**src/rtl/pulse_sched_pkg.sv**
```systemverilog
`default_nettype none
// ============================================================================
// Package : pulse_sched_pkg
// Shared state encoding, default widths and round-robin pick helper.
// Rev     : 1.0  initial release
// ============================================================================
package pulse_sched_pkg;

  localparam int MAX_REQ     = 8;
  localparam int IDX_W       = 3;
  localparam int DEF_CNT_W   = 7;
  localparam int DEF_BURST_W = 8;

  typedef logic [1:0] state_t;

  localparam state_t ST_IDLE = 2'd0;
  localparam state_t ST_RUN  = 2'd1;
  localparam state_t ST_DONE = 2'd2;

  // One-hot of the first set bit of req searching upward from ptr, wrapping at n.
  function automatic logic [MAX_REQ-1:0] rr_pick(
    input logic [MAX_REQ-1:0] req,
    input int                 ptr,
    input int                 n
  );
    logic [MAX_REQ-1:0] pick;
    logic               found;
    logic [IDX_W-1:0]   idx;
    pick  = '0;
    found = 1'b0;
    for (int k = 0; k < MAX_REQ; k++) begin
      idx = IDX_W'((ptr + k) % n);
      if (!found && (k < n) && req[idx]) begin
        pick[idx] = 1'b1;
        found     = 1'b1;
      end
    end
    return pick;
  endfunction

endpackage
`default_nettype wire

```
**src/rtl/pulse_engine.sv**
```systemverilog
`default_nettype none
// ============================================================================
// Module : pulse_engine
// Phase/remaining counters and registered pulse output for one burst.
// Rev    : 1.0  initial release
// ============================================================================
module pulse_engine
  import pulse_sched_pkg::*;
#(
  parameter int CNT_W   = DEF_CNT_W,
  parameter int BURST_W = DEF_BURST_W
) (
  input  logic               i_clk,
  input  logic               i_rst,
  input  logic               i_start,
  input  logic               i_abort,
  input  logic [CNT_W-1:0]   i_period,
  input  logic [CNT_W-1:0]   i_duration,
  input  logic [BURST_W-1:0] i_count,
  output logic               o_pulse,
  output logic               o_last
);

  logic               r_active;
  logic [CNT_W-1:0]   r_phase;
  logic [BURST_W-1:0] r_remaining;
  logic               r_pulse;

  logic w_wrap;
  logic w_pulse_d;

  assign w_wrap    = (r_phase == (i_period - CNT_W'(1)));
  assign w_pulse_d = r_active && (r_phase < i_duration);
  assign o_last    = r_active && w_wrap && (r_remaining == BURST_W'(1));
  assign o_pulse   = r_pulse;

  // i_count is taken only on i_start; period/duration must stay stable while active.
  always_ff @(posedge i_clk) begin
    if (i_rst) begin
      r_active    <= 1'b0;
      r_phase     <= '0;
      r_remaining <= '0;
      r_pulse     <= 1'b0;
    end else begin
      r_pulse <= w_pulse_d;
      if (i_start) begin
        r_active    <= 1'b1;
        r_phase     <= '0;
        r_remaining <= i_count;
      end else if (r_active) begin
        if (i_abort || o_last) begin
          r_active    <= 1'b0;
          r_phase     <= '0;
          r_remaining <= '0;
        end else if (w_wrap) begin
          r_phase     <= '0;
          r_remaining <= r_remaining - BURST_W'(1);
        end else begin
          r_phase <= r_phase + CNT_W'(1);
        end
      end
    end
  end

endmodule
`default_nettype wire

```
**src/rtl/pulse_burst_scheduler.sv**
```systemverilog
`default_nettype none
// ============================================================================
// Module : pulse_burst_scheduler
// Round-robin arbiter sharing one pulse engine between NUM_REQ requesters.
// Rev    : 1.0  initial release
// ============================================================================
module pulse_burst_scheduler
  import pulse_sched_pkg::*;
#(
  parameter int NUM_REQ = 4,
  parameter int CNT_W   = DEF_CNT_W,
  parameter int BURST_W = DEF_BURST_W
) (
  input  logic                       i_clk,
  input  logic                       i_rst,
  input  logic [NUM_REQ-1:0]         i_req,
  input  logic [NUM_REQ*CNT_W-1:0]   i_period,
  input  logic [NUM_REQ*CNT_W-1:0]   i_duration,
  input  logic [NUM_REQ*BURST_W-1:0] i_count,
  output logic [NUM_REQ-1:0]         o_grant,
  output logic                       o_busy,
  output logic [NUM_REQ-1:0]         o_done,
  output logic                       o_err,
  output logic                       o_pulse
);

  localparam int PTR_W = $clog2(NUM_REQ);

  state_t             r_state;
  state_t             w_next;
  logic [NUM_REQ-1:0] r_grant;
  logic [PTR_W-1:0]   r_ptr;
  logic               r_err;
  logic [CNT_W-1:0]   r_period;
  logic [CNT_W-1:0]   r_duration;

  logic [NUM_REQ-1:0] w_pick;
  logic [PTR_W-1:0]   w_win_idx;
  logic [CNT_W-1:0]   w_sel_period;
  logic [CNT_W-1:0]   w_sel_duration;
  logic [BURST_W-1:0] w_sel_count;
  logic               w_any_req;
  logic               w_bad_cfg;
  logic               w_start;
  logic               w_abort;
  logic               w_last;

  assign w_any_req = |i_req;
  assign w_pick    = NUM_REQ'(rr_pick(MAX_REQ'(i_req), int'(r_ptr), NUM_REQ));

  always_comb begin
    w_win_idx      = '0;
    w_sel_period   = '0;
    w_sel_duration = '0;
    w_sel_count    = '0;
    for (int i = 0; i < NUM_REQ; i++) begin
      if (w_pick[i]) begin
        w_win_idx      = PTR_W'(i);
        w_sel_period   = i_period[i*CNT_W +: CNT_W];
        w_sel_duration = i_duration[i*CNT_W +: CNT_W];
        w_sel_count    = i_count[i*BURST_W +: BURST_W];
      end
    end
  end

  assign w_bad_cfg = (w_sel_period == '0) || (w_sel_count == '0) ||
                     (w_sel_duration > w_sel_period);
  assign w_start   = (r_state == ST_IDLE) && w_any_req && !w_bad_cfg;
  assign w_abort   = (r_state == ST_RUN) && ((i_req & r_grant) == '0);

  always_ff @(posedge i_clk) begin
    if (i_rst) begin
      r_state <= ST_IDLE;
    end else begin
      r_state <= w_next;
    end
  end

  always_comb begin
    w_next = r_state;
    case (r_state)
      ST_IDLE: begin
        if (w_any_req) begin
          w_next = w_bad_cfg ? ST_DONE : ST_RUN;
        end
      end
      ST_RUN: begin
        if (w_abort || w_last) begin
          w_next = ST_DONE;
        end
      end
      ST_DONE: w_next = ST_IDLE;
      default: w_next = ST_IDLE;
    endcase
  end

  always_comb begin
    o_busy = (r_state != ST_IDLE);
    o_done = '0;
    o_err  = 1'b0;
    if (r_state == ST_DONE) begin
      o_done = r_grant;
      o_err  = r_err;
    end
  end

  assign o_grant = r_grant;

  // Abort wins over a coincident final wrap: the owner withdrew, so report error.
  always_ff @(posedge i_clk) begin
    if (i_rst) begin
      r_grant    <= '0;
      r_ptr      <= '0;
      r_err      <= 1'b0;
      r_period   <= '0;
      r_duration <= '0;
    end else begin
      case (r_state)
        ST_IDLE: begin
          if (w_any_req) begin
            r_grant    <= w_pick;
            r_ptr      <= (w_win_idx == PTR_W'(NUM_REQ - 1)) ? '0 : w_win_idx + PTR_W'(1);
            r_err      <= w_bad_cfg;
            r_period   <= w_sel_period;
            r_duration <= w_sel_duration;
          end
        end
        ST_RUN: begin
          r_err <= w_abort;
        end
        ST_DONE: begin
          r_grant <= '0;
          r_err   <= 1'b0;
        end
        default: begin
          r_grant <= '0;
          r_err   <= 1'b0;
        end
      endcase
    end
  end

  pulse_engine #(
    .CNT_W   (CNT_W),
    .BURST_W (BURST_W)
  ) u_engine (
    .i_clk      (i_clk),
    .i_rst      (i_rst),
    .i_start    (w_start),
    .i_abort    (w_abort),
    .i_period   (r_period),
    .i_duration (r_duration),
    .i_count    (w_sel_count),
    .o_pulse    (o_pulse),
    .o_last     (w_last)
  );

endmodule
`default_nettype wire
```
**config.mk**
```make
export PLATFORM = sky130hd
export DESIGN_NAME = pulse_burst_scheduler
export DESIGN_NICKNAME = d
export VERILOG_FILES = /design/src/rtl/pulse_sched_pkg.sv /design/src/rtl/pulse_engine.sv /design/src/rtl/pulse_burst_scheduler.sv
export SDC_FILE = /design/constraint.sdc
export NUM_CORES = 1
export LEC_CHECK = 0
export CAP_MARGIN = 20
export CORE_ASPECT_RATIO = 0.75
export CORE_MARGIN = 5
export CORE_UTILIZATION = 44
export CTS_BUF_LIST = sky130_fd_sc_hd__clkbuf_8
export DETAILED_ROUTE_END_ITERATION = 12
export PLACE_DENSITY = 0.77
export SLEW_MARGIN = 20
export SYNTH_ARGS = -nofsm -noshare
export SYNTH_HDL_FRONTEND = slang
export SYNTH_SLANG_ARGS = --single-unit
```
**constraint.sdc**
```tcl
create_clock -name i_clk -period 5.3 [get_ports i_clk]
set_clock_uncertainty 0.2 [all_clocks]
set_input_delay 0.53 -clock i_clk [delete_from_list [all_inputs] [get_ports i_clk]]
set_output_delay 0.53 -clock i_clk [all_outputs]
set_load 0.05 [all_outputs]
```
# Word level (Yosys, flattened, before mapping)

Cells that the tools add are included.

Register bits: 40
Input bits: 94
Output and inout port bits: 11

Add/subtract/negate cells: 7
Magnitude comparators: 10
Equal/unequal tests: 7
Muxes and demuxes: 58
Bitwise logic cells: 8
Reduce and logical (&&, ||, !) cells: 36

Operators with widths:

| cell                | count |
|---|---|
| $mux 7              | 10 |
| $mux 8              | 8 |
| $mux 4              | 6 |
| $mux 1              | 17 |
| $logic_and 1x1->1   | 13 |
| $lt 3x4->1 const B  | 3 |
| $mux 2              | 6 |
| $or 4x4->4          | 3 |
| $bmux 1 s3          | 3 |
| $demux 1 s3         | 3 |
| $ge 3x1->1 const B  | 3 |
| $eq 8x1->1 const B  | 1 |
| $logic_not 8->1     | 1 |
| $pmux 4 s2          | 1 |
| $reduce_and 2->1    | 4 |
| $reduce_or 2->1     | 4 |
| $sub 8x1->8 const B | 1 |
| $add 7x1->7 const B | 1 |
| $eq 7x7->1          | 1 |
| $gt 7x7->1          | 1 |
| $logic_not 7->1     | 1 |
| $lt 7x7->1          | 1 |
| $sub 7x1->7 const B | 1 |
| $add 2x1->2 const B | 2 |
| other kinds (21)    | 31 |

# Longest topological paths before layout

Depth after elaboration: 24
Gate-level depth with buffers: 25

# By module

A second synthesis with hierarchy kept.

Cell total of the unflattened synthesis: 472
Area, all modules: 3,590.9 um^2

By module, submodules not included:

| module                | instances | cells an instance | area each (um^2) | sequential area each (um^2) |
|---|---|---|---|---|
| pulse_burst_scheduler | 1         | 293               | 2,217.1          | 460.4 |
| pulse_engine          | 1         | 179               | 1,373.8          | 340.3 |

# Least setup slack after synthesis

No wires, ideal clock.

Path type: reg-to-reg
From: register r_ptr[0]
To: register u_engine.r_remaining[2]
Arrival: 4,926 ps
Path slack: 86 ps
Cell stages (with the launch flop): 23
Path buffers: 4
Period minus slack after synthesis: 5,214 ps
Cell sequence: dfxtp_1 > clkbuf_1 > inv_1 > ha_1 > mux4_2 > or2_4 > o311ai_4 > buf_6 > buf_6 > clkbuf_1 > a21oi_1 > o21ai_0 > ha_1 > nor2b_1 > o21ai_0 > nand2b_1 > a21oi_1 > o21ai_0 > o21ai_0 > and2_1 > o21ai_4 > or4_1 > o31ai_1

Elaborated cells on any way between the ends: 76

RTL lines:

| item                                                                           | line                                         | text |
|---|---|---|
| from (decl)                                                                    | pulse_burst_scheduler.sv:32                  | `logic [PTR_W-1:0] r_ptr;` |
| from (signal assigned)                                                         | pulse_burst_scheduler.sv:122                 | `r_ptr <= (w_win_idx == PTR_W'(NUM_REQ - 1)) ? '0 : w_win_idx + PTR_W'(1);` |
| $add 2x1->2                                                                    | pulse_sched_pkg.sv:32                        | `idx = IDX_W'((ptr + k) % n);` |
| $reduce_or 2->1 (no source line)                                               | -                                            |  |
| $and 1x1->1 (no source line)                                                   | -                                            |  |
| $lt 3x4->1 (not written as such), or another cell as far along                 | pulse_sched_pkg.sv:34                        | `pick[idx] = 1'b1;` |
| $logic_and 1x1->1 (not written as such) / $mux 1 (equally long branches)       | pulse_sched_pkg.sv:34, pulse_sched_pkg.sv:33 |  |
| $mux 1 (not written as such) / $logic_and 1x1->1 (equally long branches)       | pulse_sched_pkg.sv:34, pulse_sched_pkg.sv:33 |  |
| $demux 1 s3 / $mux 1 (equally long branches)                                   | pulse_sched_pkg.sv:34, pulse_sched_pkg.sv:33 |  |
| $or 4x4->4 (no source line) / $logic_not 1->1 (equally long branches)          | -                                            |  |
| [8 not listed]                                                                 | -                                            |  |
| $mux 7 (*)                                                                     | pulse_burst_scheduler.sv:57                  | `if (w_pick[i]) begin` |
| net w_sel_duration[1]                                                          | pulse_burst_scheduler.sv:40                  | `logic [CNT_W-1:0] w_sel_duration;` |
| $gt 7x7->1 (*)                                                                 | pulse_burst_scheduler.sv:67                  | `(w_sel_duration > w_sel_period);` |
| $logic_or 1x1->1 (*)                                                           | pulse_burst_scheduler.sv:66                  | `assign w_bad_cfg = (w_sel_period == '0) \|\| (w_sel_count == '0) \|\|` |
| $logic_not 1->1 (*)                                                            | pulse_burst_scheduler.sv:68                  | `assign w_start = (r_state == ST_IDLE) && w_any_req && !w_bad_cfg;` |
| $logic_and 1x1->1 (*)                                                          | pulse_burst_scheduler.sv:68                  |  |
| $reduce_bool 3->1 (no source line) / $reduce_bool 2->1 (equally long branches) | -                                            |  |
| $reduce_and 2->1 (no source line)                                              | -                                            |  |
| to (signal assigned)                                                           | pulse_engine.sv:49                           | `r_remaining <= i_count;` |
| to (signal assigned)                                                           | pulse_engine.sv:57                           | `r_remaining <= r_remaining - BURST_W'(1);` |
| to (decl)                                                                      | pulse_engine.sv:26                           | `logic [BURST_W-1:0] r_remaining;` |

Mark *: on every way through the listed nets, which the timed path passes. The rest lies on a longest branch. The select of a mux whose other input is x is not followed.
A chain may end at the register's enable or synchronous reset.

# Final worst setup path

From: input i_req[0]
To: register u_engine.r_remaining[2]

Word-level cells in the longest chain between the ends: 23
Elaborated cells on any way between the ends: 55

RTL lines:

| item                                            | line                        | text |
|---|---|---|
| from (decl)                                     | pulse_burst_scheduler.sv:16 | `input logic [NUM_REQ-1:0] i_req,` |
| branches (longest 23 deep; another with $mux 4) | -                           |  |

Parallel ways; which one is timed is not known. The select of a mux whose other input is x is not followed.

==> metrics.txt <==
status=completed; final instance area=roughly 0.0049 sq mm; synthesized instance count=between 400 and 500; switching power share of the total=0.531; CP endpoint kind=flip-flop; Max Cap Viol=0; Power Density=between 700 and 800 mW/mm^2; Critical Path End=u_engine.r_remaining[2]; CP startpoint=i_req[0]; reg-to-reg critical path startpoint=r_ptr[1]; YS warnings=0; number of global-route vias before repair=between 3,000 and 4,000; CP Launch Type=primary input; Worst Hold Path Cells=2; Slew @ Worst Pin=slightly below 900 ps; first-pass GRT wire length=19.7 mm; Min-Delay Path Class=flip-flop to flip-flop; Final Hold Violating Endpoints=0; GPL Wtd Cong=between 0.9 and 1; Congestion Overflow GR=0; Overall Power=roughly 0.0037 W; Initial Utilization=0.457; Cell Area, Placed=about 0.0048 sq mm; Peak VDD IR=0.000318 V; routed length per instance=about 18 um; Crit Path Class=primary input to flip-flop; DRT Pass-1 Iters=5; Root Buffer=clkbuf_8; Filler cells=697; Setup TNS=0 ps; EDFF count, synth=0; Netlist cell types=67; Resized Gates After CTS=0; post-route ant nets=0; post-synth top area cell=dfxtp_1; Pleak=between 1.5 and 2 nW; sequential area share after synthesis=0.219; Core Util, Final=0.615; syn nets=roughly 600; initial antenna violation count=0; Post-Syn Area=approximately 0.0037 sq mm; CTS HTree Levels=2; crit path cell chain=clkdlybuf4s50_1, mux4_2, or4b_4, a221o_1, o2bb2ai_1, ha_1, nor2b_1, o21ai_0, nand2b_1, a21oi_1, o21ai_0, o21ai_0, and2_1, o21ai_4, or4_1, o31ai_1; ys async rst share=0; Max Clk Rate=around 0.20 GHz; area of the die=roughly 0.010 sq mm; combinational share of power=0.808; Final setup viols=0; Critical Path Most Common Cell=o21ai_0; max incr delay on CP=roughly 610 ps; Final min period=~5000 ps; most area-consuming cells after synthesis=dfxtp_1 (22%), ha_1 (7.5%), a21oi_1 (6.6%); flop2flop setup slack=~370 ps; # IOs=roughly 110; core footprint=approximately 0.008 sq mm; Final #Nets=690; Slew headroom=0.406; fraction of layout cells with a size suffix above 1=0.108; Reg clk slew, reported paths=roughly 80 ps; pin count of the biggest net entering global routing=33; Pint=0.00174 W; area grow syn2layout=34.5%; Crit Reg-Reg Endpoint=u_engine.r_remaining[2]; hpwl dp=between 9 and 10 mm; CP max-delay cell=mux4_2; DRT iter0 DRCs=around 380; fin. max-slew vios=0; clock buffer depth=2; clock tree sinks=40; DRC=0; syn_area_per_cell=7.77 sq um; Die W=115 um; die height=88.9 um; delay-heaviest family, CP=simple AND/OR/NAND/NOR gates; via count=4,022; Psw=~0.002 W; Critical Path RT=between 5000 and 6000 ps; Antenna Cells=0; Clock Power Share=0.056; RSZ-0062 raised after global routing=false; final WL=12.2 mm; Synth top area share=0.219; Port Buf Inserts=roughly 100; CTS tree=yes; cts hold-fix bufs=0; Clock Latency Late Sink=300 ps; final cycle utilization of the critical path=0.936; CP max FO=8; Register-to-Register Path Depth=19; critical path depth in cells=16; Rows=28; clock buffer count from CTS=5; Via density=just under 6; register bit count reported by yosys=40; crit path DAT=approximately 5000 ps; sequential power share=0.136; Main synth FF type=dfxtp_1; Buf+Inv Stages, Crit Path=1; total track usage=0.242
cells in the final DEF, fill, tap and decap left out, types with 3 or more instances in the layout:
cell / n
a21oi_1: 48
nand2b_1: 6
nand3_1: 13
mux4_2: 3
clkdlybuf4s50_1: 104
a221oi_2: 4
dfxtp_1: 40
and2_1: 15
nand4_1: 13
nor4_1: 5
a211oi_1: 11
inv_1: 20
clkbuf_8: 5
nor2_1: 43
o21ai_0: 26
xnor2_1: 9
o31ai_1: 5
o2bb2ai_1: 5
a221oi_1: 9
nor2b_1: 8
nand2_1: 44
xor2_1: 6
mux2_2: 4
a22oi_1: 5
nor4_2: 4
ha_1: 22
nor3_1: 15
and4_1: 3
or4_1: 4
buf_4: 22
a31oi_1: 4
a21o_1: 6
how the worst min path moves through the flow:
stage,from,to
floorplan,r_duration[1],r_duration[1]
global placement,r_duration[4],r_duration[4]
detailed placement,r_duration[2],r_duration[2]
CTS,r_period[6],r_period[6]
global route,r_duration[4],r_duration[4]
finish,r_period[6],r_period[6]
stage by stage:
step / cells / setup WS, ps / hold slack, ps
2_1_floorplan: 470 / 86.4 / 243
3_3_place_gp: 670 / 197 / 259
3_5_place_dp: 670 / 115 / 261
4_1_cts: 678 / 343 / 276
5_1_grt: 680 / 6.84 / 290
6_report: 680 / 341 / 272
sequential cells by signal, indices dropped and copies added, names as in the netlist:
name,count
r_duration,7
u_engine.o_pulse,1
r_period,7
u_engine.r_active,1
r_err,1
r_state,2
u_engine.r_phase,7
r_ptr,2
u_engine.r_remaining,8
o_grant,4
cell families (layout without fill, tap and decap cells):
group | count (synthesis) | in the layout | share of synthesized area
adder cells (fa/ha/maj) | 22 | 22 | 0.0754
AO/OA/AOI/OAI | 148 | 148 | 0.298
multiplexers | 8 | 8 | 0.0336
buffers and inverters | 49 | 154 | 0.0658
AND/OR/NAND/NOR | 188 | 188 | 0.272
flip-flops | 40 | 40 | 0.219
XOR/XNOR | 15 | 15 | 0.0360
worst register-to-register path, stage by stage, from the launching register on:
cell and delay (ps):
dfxtp_1 340, inv_1 90, ha_1 370, mux4_2 590, or2_4 310, o311ai_4 430, nor2_4 120, a221oi_1 260
o2bb2ai_1 240, ha_1 300, nor2b_1 140, o21ai_0 160, nand2b_1 70, a21oi_1 150, o21ai_0 80, o21ai_0 120
and2_1 240, o21ai_4 100, or4_1 470, o31ai_1 80
final cells by class:
type | count | area [sq um] | share of cell area
Multi-Input combinational cell | 381 | 2610 | 0.532
Timing Repair Buffer | 126 | 1210 | 0.246
Sequential cell | 40 | 801 | 0.163
Tap cell | 105 | 131 | 0.0267
Inverter | 20 | 75.1 | 0.0153
Clock buffer | 5 | 68.8 | 0.0140
Clock inverter | 3 | 18.8 | 0.00382
power by group through the flow:
stage / logic [W] / clock network [W] / registers, W
3_5_place_dp: 0.00294 / 0 / 0.000512
2_1_floorplan: 0.00220 / 0 / 0.000529
3_3_place_gp: 0.00287 / 0 / 0.000507
4_1_cts: 0.00295 / 0.000212 / 0.000505
5_1_grt: 0.00332 / 0.000228 / 0.000521
6_report: 0.00301 / 0.000208 / 0.000506
synthesized netlist by cell type (all sizes together), types with 2 or more instances:
cell type / count
nor2: 45
a311oi: 2
o311a: 2
o2bb2ai: 5
or3: 2
dfxtp: 40
a221o: 2
a22oi: 5
inv: 20
a21o: 6
nand3b: 2
a221oi: 14
a2111oi: 2
nand4: 13
or4: 4
o211ai: 2
mux2: 4
nand3: 13
clkbuf: 17
o31ai: 6
ha: 22
nor3b: 2
mux4: 3
buf: 12
a31oi: 5
nor3: 15
nor2b: 8
or2: 3
xor2: 6
nand2: 44
and2: 15
a211oi: 11
o311ai: 2
a21oi: 48
and4: 3
o21ai: 30
xnor2: 9
nand2b: 6
nor4: 9
repair_timing:
action,in CTS,in global routing
endpoints found under the setup margin,0,2
hold endpoints to repair,0,0
setup buffers,0,2
metal layers:
metal  track usage  vias to the layer above  routed length [um]
li1              -                     1955                   -
met1         0.339                     1911                5850
met2         0.384                      144                5460
met3        0.0622                       12                 810
met4        0.0394                        0                 104
met5             0                        -                   0
Power figures use the tool's default switching activity.
==> patch: new RTL, same settings <==
Change the parameter `NUM_REQ` from 4 to 2.
--- a/src/rtl/pulse_burst_scheduler.sv
+++ b/src/rtl/pulse_burst_scheduler.sv
@@ -9,3 +9,3 @@
 #(
-  parameter int NUM_REQ = 4,
+  parameter int NUM_REQ = 2,
   parameter int CNT_W   = DEF_CNT_W,
Interface: changed (6 resized); port bits go from 105 to 55. The function was not compared with the original's and may differ.
==> patch against the original RTL <==
Total power is 71% lower; first-iteration DRC count down 61%; synthesized cell count is 36% lower; area after synthesis is 32% lower; critical path type unchanged; setup slack improved by 610 ps; fmax is 14% higher; global-route usage shrank 4.5 points; via count is 39% lower; wire length decreased by 44%; count of clock-buffer cells in the layout unchanged; design area shrank 36%; sequential cell count is 3 lower.
==> patch: results (changes against the original RTL) <==
- Outcome: finished, final reports clean
- Synth cell count leaders: dfxtp_1 (37), nor2_1 (33), nand2_1 (22)
- M1 WL: 3.35 mm (-43%)
- Crit path largest cell delay: 740 ps (+130 ps)
- Signal inverters: 15 (-25%)
- All-Layer GR Usage: 19.7% (-4.5 points)
- M3 GR Usage: 5.19% (-1.0 points)
- Crit Path Max Fanout: 22 (+14)
- Reg area: 741 µm² (-7.5%)
- Cell variety after synth: 54 (-19%)
- Met3 wire length: 537 µm (-34%)
- Proportion of layout cells with a drive suffix above 1: 6.55% (-4.2 points)
- Critical path's slowest cell: clkdlybuf4s50_1
- FF+latch count, synth: 37 (-7.5%)
- Synthesized Nets: 364 (-38%)
- Synth Area in Compound Gates: 28.2% (-1.6 points)
- Die Span X: 97.0 µm (-16%)
- CP delay by family, top: compound AO/OA/AOI/OAI gates
- Leakage power: 1.19 nW (-35%)
- VDD IR max: 0.000179 V (-44%)
- Dpl cells: 418 (-38%)
- GR Util met2: 30.6% (-7.9 points)
- Post-detail-place hpwl: 5.38 mm (-46%)
- Final #Nets: 413 (-40%)
- Post-DP Area: 3080 µm² (-36%)
- Vias in the first global route: 2341 (-40%)
- Synth top area cells: dfxtp_1 (30%), ha_1 (7.5%), nor2_1 (5.0%), xnor2_1 (4.6%), a211oi_1 (4.2%)
- Metal2 WL: 2.92 mm (-47%)
- Met1 Usage GRT: 27.5% (-6.4 points)
==> patch: cell count changes in the layout (fill, tap and decap cells not counted), moves of 5 or more <==
cell	change
a21oi_1	-32
a22oi_1	+5
and2_1	-10
buf_4	-18
clkdlybuf4s50_1	-50
ha_1	-7
nand2_1	-22
nand3_1	-8
nand4_1	-7
nor2_1	-10
nor2b_1	-7
nor3_1	-8
o21ai_0	-19
o2bb2ai_1	-5
==> patch: power by group through the flow <==
stage,Clock [mW],Combinational (mW),Sequential [mW]
after floorplan,0,0.360,0.383
after global placement,0,0.472,0.392
after detailed placement,0,0.482,0.394
after CTS,0.196,0.487,0.388
after global routing,0.209,0.545,0.397
final,0.190,0.490,0.389
==> patch: path summary, 6_finish.rpt <==
| path | cells after the start | slack, ps | end | from |
|---|---|---|---|---|
| worst max-delay path | 10 | 950 | u_engine.r_remaining[6] | i_req[1] |
| worst min-delay path | 2 | 290 | r_duration[4] | r_duration[4] |
| worst max register to register | 10 | 1380 | u_engine.r_remaining[6] | r_ptr |
| worst min register to register | 2 | 290 | r_duration[4] | r_duration[4] |
==> patch: logic make-up after synthesis <==
family | after synthesis
AND/OR/NAND/NOR | 104
AO/OA/AOI/OAI | 93
flip-flops | 37
buffers and inverters | 31
XOR/XNOR | 17
adder cells (fa/ha/maj) | 16
multiplexers | 3
==> patch: metrics by stage <==
step                      utilization, %  setup slack [ps]  hold WS [ps]  total power, mW
after floorplan                        -              1770           254            0.743
after global placement              56.6               928           268            0.865
after detailed placement            56.6               732           270            0.876
after CTS                           58.1              1030           283             1.07
after global routing                58.1               693           327             1.15
final                               58.1               948           287             1.07
